--- config.mk ---
export PLATFORM = sky130hd
export DESIGN_NAME = net_argmax_flat
export DESIGN_NICKNAME = d
export VERILOG_FILES = /design/src/rtl/net_argmax_if.sv /design/src/rtl/net_argmax.sv /design/src/flat_wrapper.sv
export SDC_FILE = /design/constraint.sdc
export NUM_CORES = 1
export LEC_CHECK = 0
export ABC_AREA = 1
export ABC_CLOCK_PERIOD_IN_PS = 6520
export CAP_MARGIN = 30
export CORE_ASPECT_RATIO = 1.4
export CORE_MARGIN = 1
export CORE_UTILIZATION = 45
export CTS_BUF_LIST = sky130_fd_sc_hd__clkbuf_8
export DETAILED_ROUTE_END_ITERATION = 6
export PLACE_DENSITY_LB_ADDON = 0.15
export RECOVER_POWER = 25
export REMOVE_ABC_BUFFERS = 1
export SKIP_LAST_GASP = 1
export SLEW_MARGIN = 20
export SYNTH_ARGS = -nofsm -noshare
export SYNTH_HDL_FRONTEND = slang
export SYNTH_SLANG_ARGS = --single-unit
--- constraint.sdc ---
create_clock -name clk -period 6.52 [get_ports clk]
set_input_delay 0.652 -clock clk [delete_from_list [all_inputs] [get_ports clk]]
set_output_delay 0.652 -clock clk [all_outputs]
set_load 0.01 [all_outputs]
--- src/rtl/net_argmax_if.sv ---
// ----------------------------------------------------------------------------
// net_argmax_if: bundles the vector-in and result-out handshakes of net_argmax.
//   y_in       packed float vector, element i at [32*i+31:32*i]
//   in_valid   vector valid (net done pulse)
//   in_ready   argmax idle and able to capture
//   class_idx  index of the largest element
//   max_val    float bits of the largest element
//   out_valid  result valid
//   out_ready  consumer accepts result
//   nan_seen   some scanned element was NaN (only with ARGMAX_NAN_FLAG_EN)
// Modports: slave = argmax block, master = producer/consumer side.
// ----------------------------------------------------------------------------
interface net_argmax_if #(
    parameter int unsigned O  = 4,
    parameter int unsigned IW = 2
);
    logic [32*O-1:0] y_in;
    logic            in_valid;
    logic            in_ready;
    logic [IW-1:0]   class_idx;
    logic [31:0]     max_val;
    logic            out_valid;
    logic            out_ready;
`ifdef ARGMAX_NAN_FLAG_EN
    logic            nan_seen;
`endif

    modport slave (
        input  y_in, in_valid, out_ready,
`ifdef ARGMAX_NAN_FLAG_EN
        output nan_seen,
`endif
        output in_ready, class_idx, max_val, out_valid
    );

    modport master (
        output y_in, in_valid, out_ready,
`ifdef ARGMAX_NAN_FLAG_EN
        input  nan_seen,
`endif
        input  in_ready, class_idx, max_val, out_valid
    );
endinterface

--- src/rtl/net_argmax.sv ---
// ----------------------------------------------------------------------------
// net_argmax: sequential argmax over O single-precision floats.
// Captures a vector in IDLE, compares one element per cycle in SCAN and holds
// {class_idx, max_val} in DONE until the consumer accepts it.
// Ports:
//   clk   system clock, rising edge
//   rst   synchronous active-high reset
//   bus   net_argmax_if.slave (vector in, result out)
// Optional: define ARGMAX_NAN_FLAG_EN to add bus.nan_seen.
// ----------------------------------------------------------------------------
module net_argmax #(
    parameter int unsigned O  = 4,
    parameter int unsigned IW = 2
) (
    input  logic         clk,
    input  logic         rst,
    net_argmax_if.slave  bus
);
    localparam logic [IW-1:0] LastIdx = IW'(O - 1);

    typedef enum logic [1:0] {StIdle, StScan, StDone} state_t;

    state_t          r_state, w_state_next;
    logic [32*O-1:0] r_vec, w_vec_next;
    logic [IW-1:0]   r_cnt, w_cnt_next;
    logic            r_have_best, w_have_best_next;
    logic [31:0]     r_best, w_best_next;
    logic [IW-1:0]   r_best_idx, w_best_idx_next;
    logic [IW-1:0]   r_class_idx, w_class_idx_next;
    logic [31:0]     r_max_val, w_max_val_next;

    logic [31:0]     w_elems [O];
    logic [31:0]     w_elem;
    logic            w_is_nan;
    logic            w_take;

    function automatic logic f_is_nan(input logic [31:0] v);
        return (v[30:23] == 8'hFF) && (v[22:0] != 23'd0);
    endfunction

    // a > b for non-NaN operands; +0 and -0 are equal.
    function automatic logic f_gt(input logic [31:0] a, input logic [31:0] b);
        if ((a[30:0] == 31'd0) && (b[30:0] == 31'd0)) begin
            return 1'b0;
        end else if (a[31] != b[31]) begin
            return !a[31];
        end else if (!a[31]) begin
            return a[30:0] > b[30:0];
        end else begin
            return a[30:0] < b[30:0];
        end
    endfunction

    always_comb begin
        for (int i = 0; i < int'(O); i++) begin
            w_elems[i] = r_vec[32*i +: 32];
        end
    end

    assign w_elem   = w_elems[r_cnt];
    assign w_is_nan = f_is_nan(w_elem);
    assign w_take   = !w_is_nan && (!r_have_best || f_gt(w_elem, r_best));

    always_comb begin
        w_state_next     = r_state;
        w_vec_next       = r_vec;
        w_cnt_next       = r_cnt;
        w_have_best_next = r_have_best;
        w_best_next      = r_best;
        w_best_idx_next  = r_best_idx;
        w_class_idx_next = r_class_idx;
        w_max_val_next   = r_max_val;
        unique case (r_state)
            StIdle: begin
                if (bus.in_valid) begin
                    w_vec_next       = bus.y_in;
                    w_cnt_next       = '0;
                    w_have_best_next = 1'b0;
                    w_state_next     = StScan;
                end
            end
            StScan: begin
                if (w_take) begin
                    w_best_next      = w_elem;
                    w_best_idx_next  = r_cnt;
                    w_have_best_next = 1'b1;
                end
                w_cnt_next = r_cnt + IW'(1);
                if (r_cnt == LastIdx) begin
                    w_state_next = StDone;
                    w_cnt_next   = '0;
                    // All-NaN vector: report element 0 as is.
                    if (w_have_best_next) begin
                        w_class_idx_next = w_best_idx_next;
                        w_max_val_next   = w_best_next;
                    end else begin
                        w_class_idx_next = '0;
                        w_max_val_next   = w_elems[0];
                    end
                end
            end
            StDone: begin
                if (bus.out_ready) begin
                    w_state_next = StIdle;
                end
            end
            default: w_state_next = StIdle;
        endcase
    end

    always_ff @(posedge clk) begin
        if (rst) begin
            r_state     <= StIdle;
            r_vec       <= '0;
            r_cnt       <= '0;
            r_have_best <= 1'b0;
            r_best      <= '0;
            r_best_idx  <= '0;
            r_class_idx <= '0;
            r_max_val   <= '0;
        end else begin
            r_state     <= w_state_next;
            r_vec       <= w_vec_next;
            r_cnt       <= w_cnt_next;
            r_have_best <= w_have_best_next;
            r_best      <= w_best_next;
            r_best_idx  <= w_best_idx_next;
            r_class_idx <= w_class_idx_next;
            r_max_val   <= w_max_val_next;
        end
    end

`ifdef ARGMAX_NAN_FLAG_EN
    logic r_nan_seen;

    always_ff @(posedge clk) begin
        if (rst) begin
            r_nan_seen <= 1'b0;
        end else if (r_state == StIdle && bus.in_valid) begin
            r_nan_seen <= 1'b0;
        end else if (r_state == StScan && w_is_nan) begin
            r_nan_seen <= 1'b1;
        end
    end

    assign bus.nan_seen = r_nan_seen;
`endif

    assign bus.in_ready  = (r_state == StIdle);
    assign bus.out_valid = (r_state == StDone);
    assign bus.class_idx = r_class_idx;
    assign bus.max_val   = r_max_val;
endmodule

--- src/flat_wrapper.sv ---
// flat-port wrapper written by rule: the top's interface ports become plain ports
module net_argmax_flat 
#(
    parameter int unsigned O  = 4,
    parameter int unsigned IW = 2
)
  (clk, rst, bus_y_in, bus_in_valid, bus_out_ready, bus_in_ready, bus_class_idx, bus_max_val, bus_out_valid);
  net_argmax_if #(.O(O), .IW(IW)) bus_i ();
  input  logic clk;
  input  logic rst;
  input wire logic [$bits(bus_i.y_in)-1:0] bus_y_in;
  input wire logic [$bits(bus_i.in_valid)-1:0] bus_in_valid;
  input wire logic [$bits(bus_i.out_ready)-1:0] bus_out_ready;
  output wire logic [$bits(bus_i.in_ready)-1:0] bus_in_ready;
  output wire logic [$bits(bus_i.class_idx)-1:0] bus_class_idx;
  output wire logic [$bits(bus_i.max_val)-1:0] bus_max_val;
  output wire logic [$bits(bus_i.out_valid)-1:0] bus_out_valid;
  assign bus_i.y_in = bus_y_in;
  assign bus_i.in_valid = bus_in_valid;
  assign bus_i.out_ready = bus_out_ready;
  assign bus_in_ready = bus_i.in_ready;
  assign bus_class_idx = bus_i.class_idx;
  assign bus_max_val = bus_i.max_val;
  assign bus_out_valid = bus_i.out_valid;
  net_argmax #(.O(O), .IW(IW)) u_core (.clk(clk), .rst(rst), .bus(bus_i));
endmodule
==> impl_metrics.json <==
{
  "via_per_inst": 4.97,
  "drive_above_1_share": 0.0440,
  "clk-insertion-delay-late_ps": 560,
  "ctsResizeCount": 0,
  "drc": 0,
  "whs_path_depth": 2,
  "fp.dieH_um": 179,
  "synthArstFlopShare": 0,
  "grt_max_degree": 92,
  "path_clk_slew_ps": 60,
  "syn_inst": 1542,
  "track_usage": 0.239,
  "setup_viol": 0,
  "die-area_mm2": 0.0231,
  "cts_tree": "yes",
  "syn2layout_area_growth_pct": 23.8,
  "r2r_end": "u_core.bus.class_idx[1]",
  "antenna_found_initial": 0,
  "tightestPinTransition_ps": 1780,
  "synth-compound-area-share": 0.139,
  "htreeDepth": 1,
  "nets": 1821,
  "hold_buffers": 0,
  "fillers": 2291,
  "cts_root_buffer": "clkbuf_8",
  "worst-endpoint-arrival_ps": 4780,
  "skew_ps": 14.9,
  "path_delay_family": "simple AND/OR/NAND/NOR gates",
  "rows": 64,
  "critical_path_required_ps": 7010,
  "min_period_over_period": 0.659,
  "overflow": 0,
  "portBuffers": 167,
  "drtAntennaViolNets": 0,
  "place_congestion": 0.859,
  "dieWidth_um": 129,
  "cts_buffers": 31,
  "post-synth-top-count-cell": "nand2_1",
  "rsz0062_at_grt": "false",
  "start_util": 0.461,
  "cts_num_sinks": 201,
  "r2r-start": "u_core.r_cnt[0]",
  "grt_pass1_wl_um": 44400,
  "postCtsSetupBuffers": 0,
  "yosysWarnings": 0,
  "yosysTopAreaCell": "dfxtp_1",
  "routed_wl_um": 26800,
  "synthAdderAreaFrac": 0.0396,
  "status": "complete, but fails checks",
  "synthDistinctLibCells": 26,
  "synthTopCellsByCount": "nand2_1 (316), nor2_1 (290), dfxtp_1 (201), nand3_1 (167), o21ai_0 (165)",
  "drv_cap": 1,
  "yosysSeqAreaShare": 0.398,
  "avgSynthCellArea_um2": 6.56,
  "p_leak_nw": 5.94,
  "wl_per_cell_um": 13.5,
  "drt-initial-drc-count": 561,
  "ir_worst_vdd_uv": 136,
  "power_mw": 3.11,
  "worstPathCellList": "inv_2, buf_4, nand2_1, nand3_1, nand2_1, inv_1, ha_1, nand4_1, nor2_1, nand2_1, nor2_1, nand2_1, nand2_1, nand2_1, nand2_1, nand3_1, nand2_2, nand2_4, o21ai_0, nand2_1, a21oi_1",
  "hold_end": "u_core.r_vec[1]",
  "clockBufferDepth": 3,
  "fmax_ghz": 0.233,
  "drt_pre_antenna_iters": 5,
  "synth_simple_gate_area_frac": 0.318,
  "cp_num_buf_inv": 3,
  "r2r_slack_ps": 2220,
  "path_class": "flop to flop",
  "vias": 9819,
  "cpPeakStageDelay_ps": 530,
  "drv_slew": 64,
  "synthesis.area_mm2": 0.0101,
  "crit_fanout": 36,
  "place_hpwl_um": 18300,
  "worstSetupStartpointType": "flop",
  "slew_headroom": -0.192,
  "synth_top_area_frac": 0.398,
  "min_from": "u_core.r_vec[1]",
  "violations": "max-capacitance violations, max-slew violations",
  "path_common_cell": "nand2_1",
  "synth_seq_cells": 201,
  "muxShareOfSynthArea": 0,
  "synth-xor-area-share": 0,
  "cp_slowest_cell": "nand2_2",
  "yosys-top-cells-area": "dfxtp_1 (40%), nand2_1 (12%), nor2_1 (11%)",
  "hold_viol_final": 0,
  "rr_worst_depth": 21,
  "finalSetupTns_ps": 0,
  "synthFlopType": "dfxtp_1",
  "io_pins": 168,
  "layout_min_cycle_time_ps": 4300,
  "cp-end-kind": "flop",
  "hp-class": "flop to flop",
  "pwr_density_cell_mw_per_mm2": 249,
  "synth_top_family_by_area": "simple AND/OR/NAND/NOR gates",
  "grt_pass1_vias": 9324,
  "synth-edff-count": 0,
  "antenna_cells": 0,
  "fp.coreArea_mm2": 0.0219
}
==> report_power, final <==
part	switching (mW)	total, mW	internal (mW)
Clock	0.487	1.10	0.611
Combinational	0.381	0.644	0.263
Sequential	0.0544	1.37	1.32
==> cell families (layout without fill, tap and decap cells) <==
kind of cell	after synthesis	in the layout
fa+ha+maj	32	32
simple gates	787	787
buf+inv	260	398
flops	201	201
compound gates	262	262
==> state kept, by name (all words and copies together) (netlist names) <==
signal,cells
u_core.bus.max_val,32
u_core.r_state,2
u_core.bus.class_idx,2
u_core.r_best_idx,2
u_core.r_best,32
u_core.r_cnt,2
u_core.r_have_best,1
u_core.r_vec,128
==> final cells by class <==
cell class	instances	area, µm²	area share
sequential	201	4030	0.322
clock inverter	14	86.3	0.00690
multi-input combinational	1081	5030	0.402
inverter	162	613	0.0490
clock buffer	42	578	0.0462
tap	297	372	0.0297
timing repair buffer	180	1800	0.144
==> worst max path at each step <==
| stage | depth (start not counted) | to | slack (ps) | start |
|---|---|---|---|---|
| 6_report | 21 | u_core.bus.class_idx[1] | 2220 | u_core.r_cnt[0] |
| 5_1_grt | 21 | u_core.bus.class_idx[0] | 1610 | u_core.r_cnt[0] |
| 4_1_cts | 21 | u_core.bus.class_idx[0] | 2230 | u_core.r_cnt[0] |
| 3_5_place_dp | 21 | u_core.bus.class_idx[0] | 2240 | u_core.r_cnt[0] |
| 3_3_place_gp | 22 | u_core.r_best_idx[1] | 2240 | u_core.r_cnt[1] |
| 2_1_floorplan | 8 | u_core.bus.max_val[31] | 1370 | u_core.r_state[0] |
==> metal layers <==
metal  track usage  vias to the layer above  wire length, µm
li1              -                     5171                -
met1         0.266                     4419            10900
met2         0.461                      187            14100
met3        0.0344                       42             1060
met4        0.0750                        0              635
met5             0                        -                0
==> tightest hold or removal path, cell delays in order, from the launching register on <==
cell     delay (ps)
dfxtp_1         310
inv_1            60
a21oi_1          50
==> cell usage in the layout, fill, tap and decap left out <==
cell type          n
nand4_1            8
clkdlybuf4s50_1  131
dfxtp_2            1
bufinv_16          1
inv_4              2
nor2_4             1
inv_2              1
o211ai_1          34
o21ai_1            6
dlygate4sd3_1     35
clkbuf_8          42
buf_8              1
buf_4             10
a21o_1             2
ha_1              32
o21ai_0          165
dfxtp_1          200
nand2_1          316
a21oi_1           53
inv_1            166
o22ai_1            1
nand2_4            1
clkinv_2           6
nand3_1          167
nand3_2            1
nor4_2             2
buf_2              1
nor2_1           289
buf_16             1
nand2_2            1
buf_12             1
o21a_1             1
nor2_2             1
==> metrics by stage <==
step           instances  instance area [µm²]  hold slack, ps   util  setup slack (ps)
3_5_place_dp        1921                11900             454  0.540              2240
3_3_place_gp        1918                11800             450  0.537              2240
4_1_cts             1977                12500             462  0.571              2230
6_report            1977                12500             462  0.570              2220
2_1_floorplan       1444                 9660             431      -              1370
5_1_grt             1977                12500             477  0.570              1610
No activity file was read; power rests on OpenSTA's default activity.
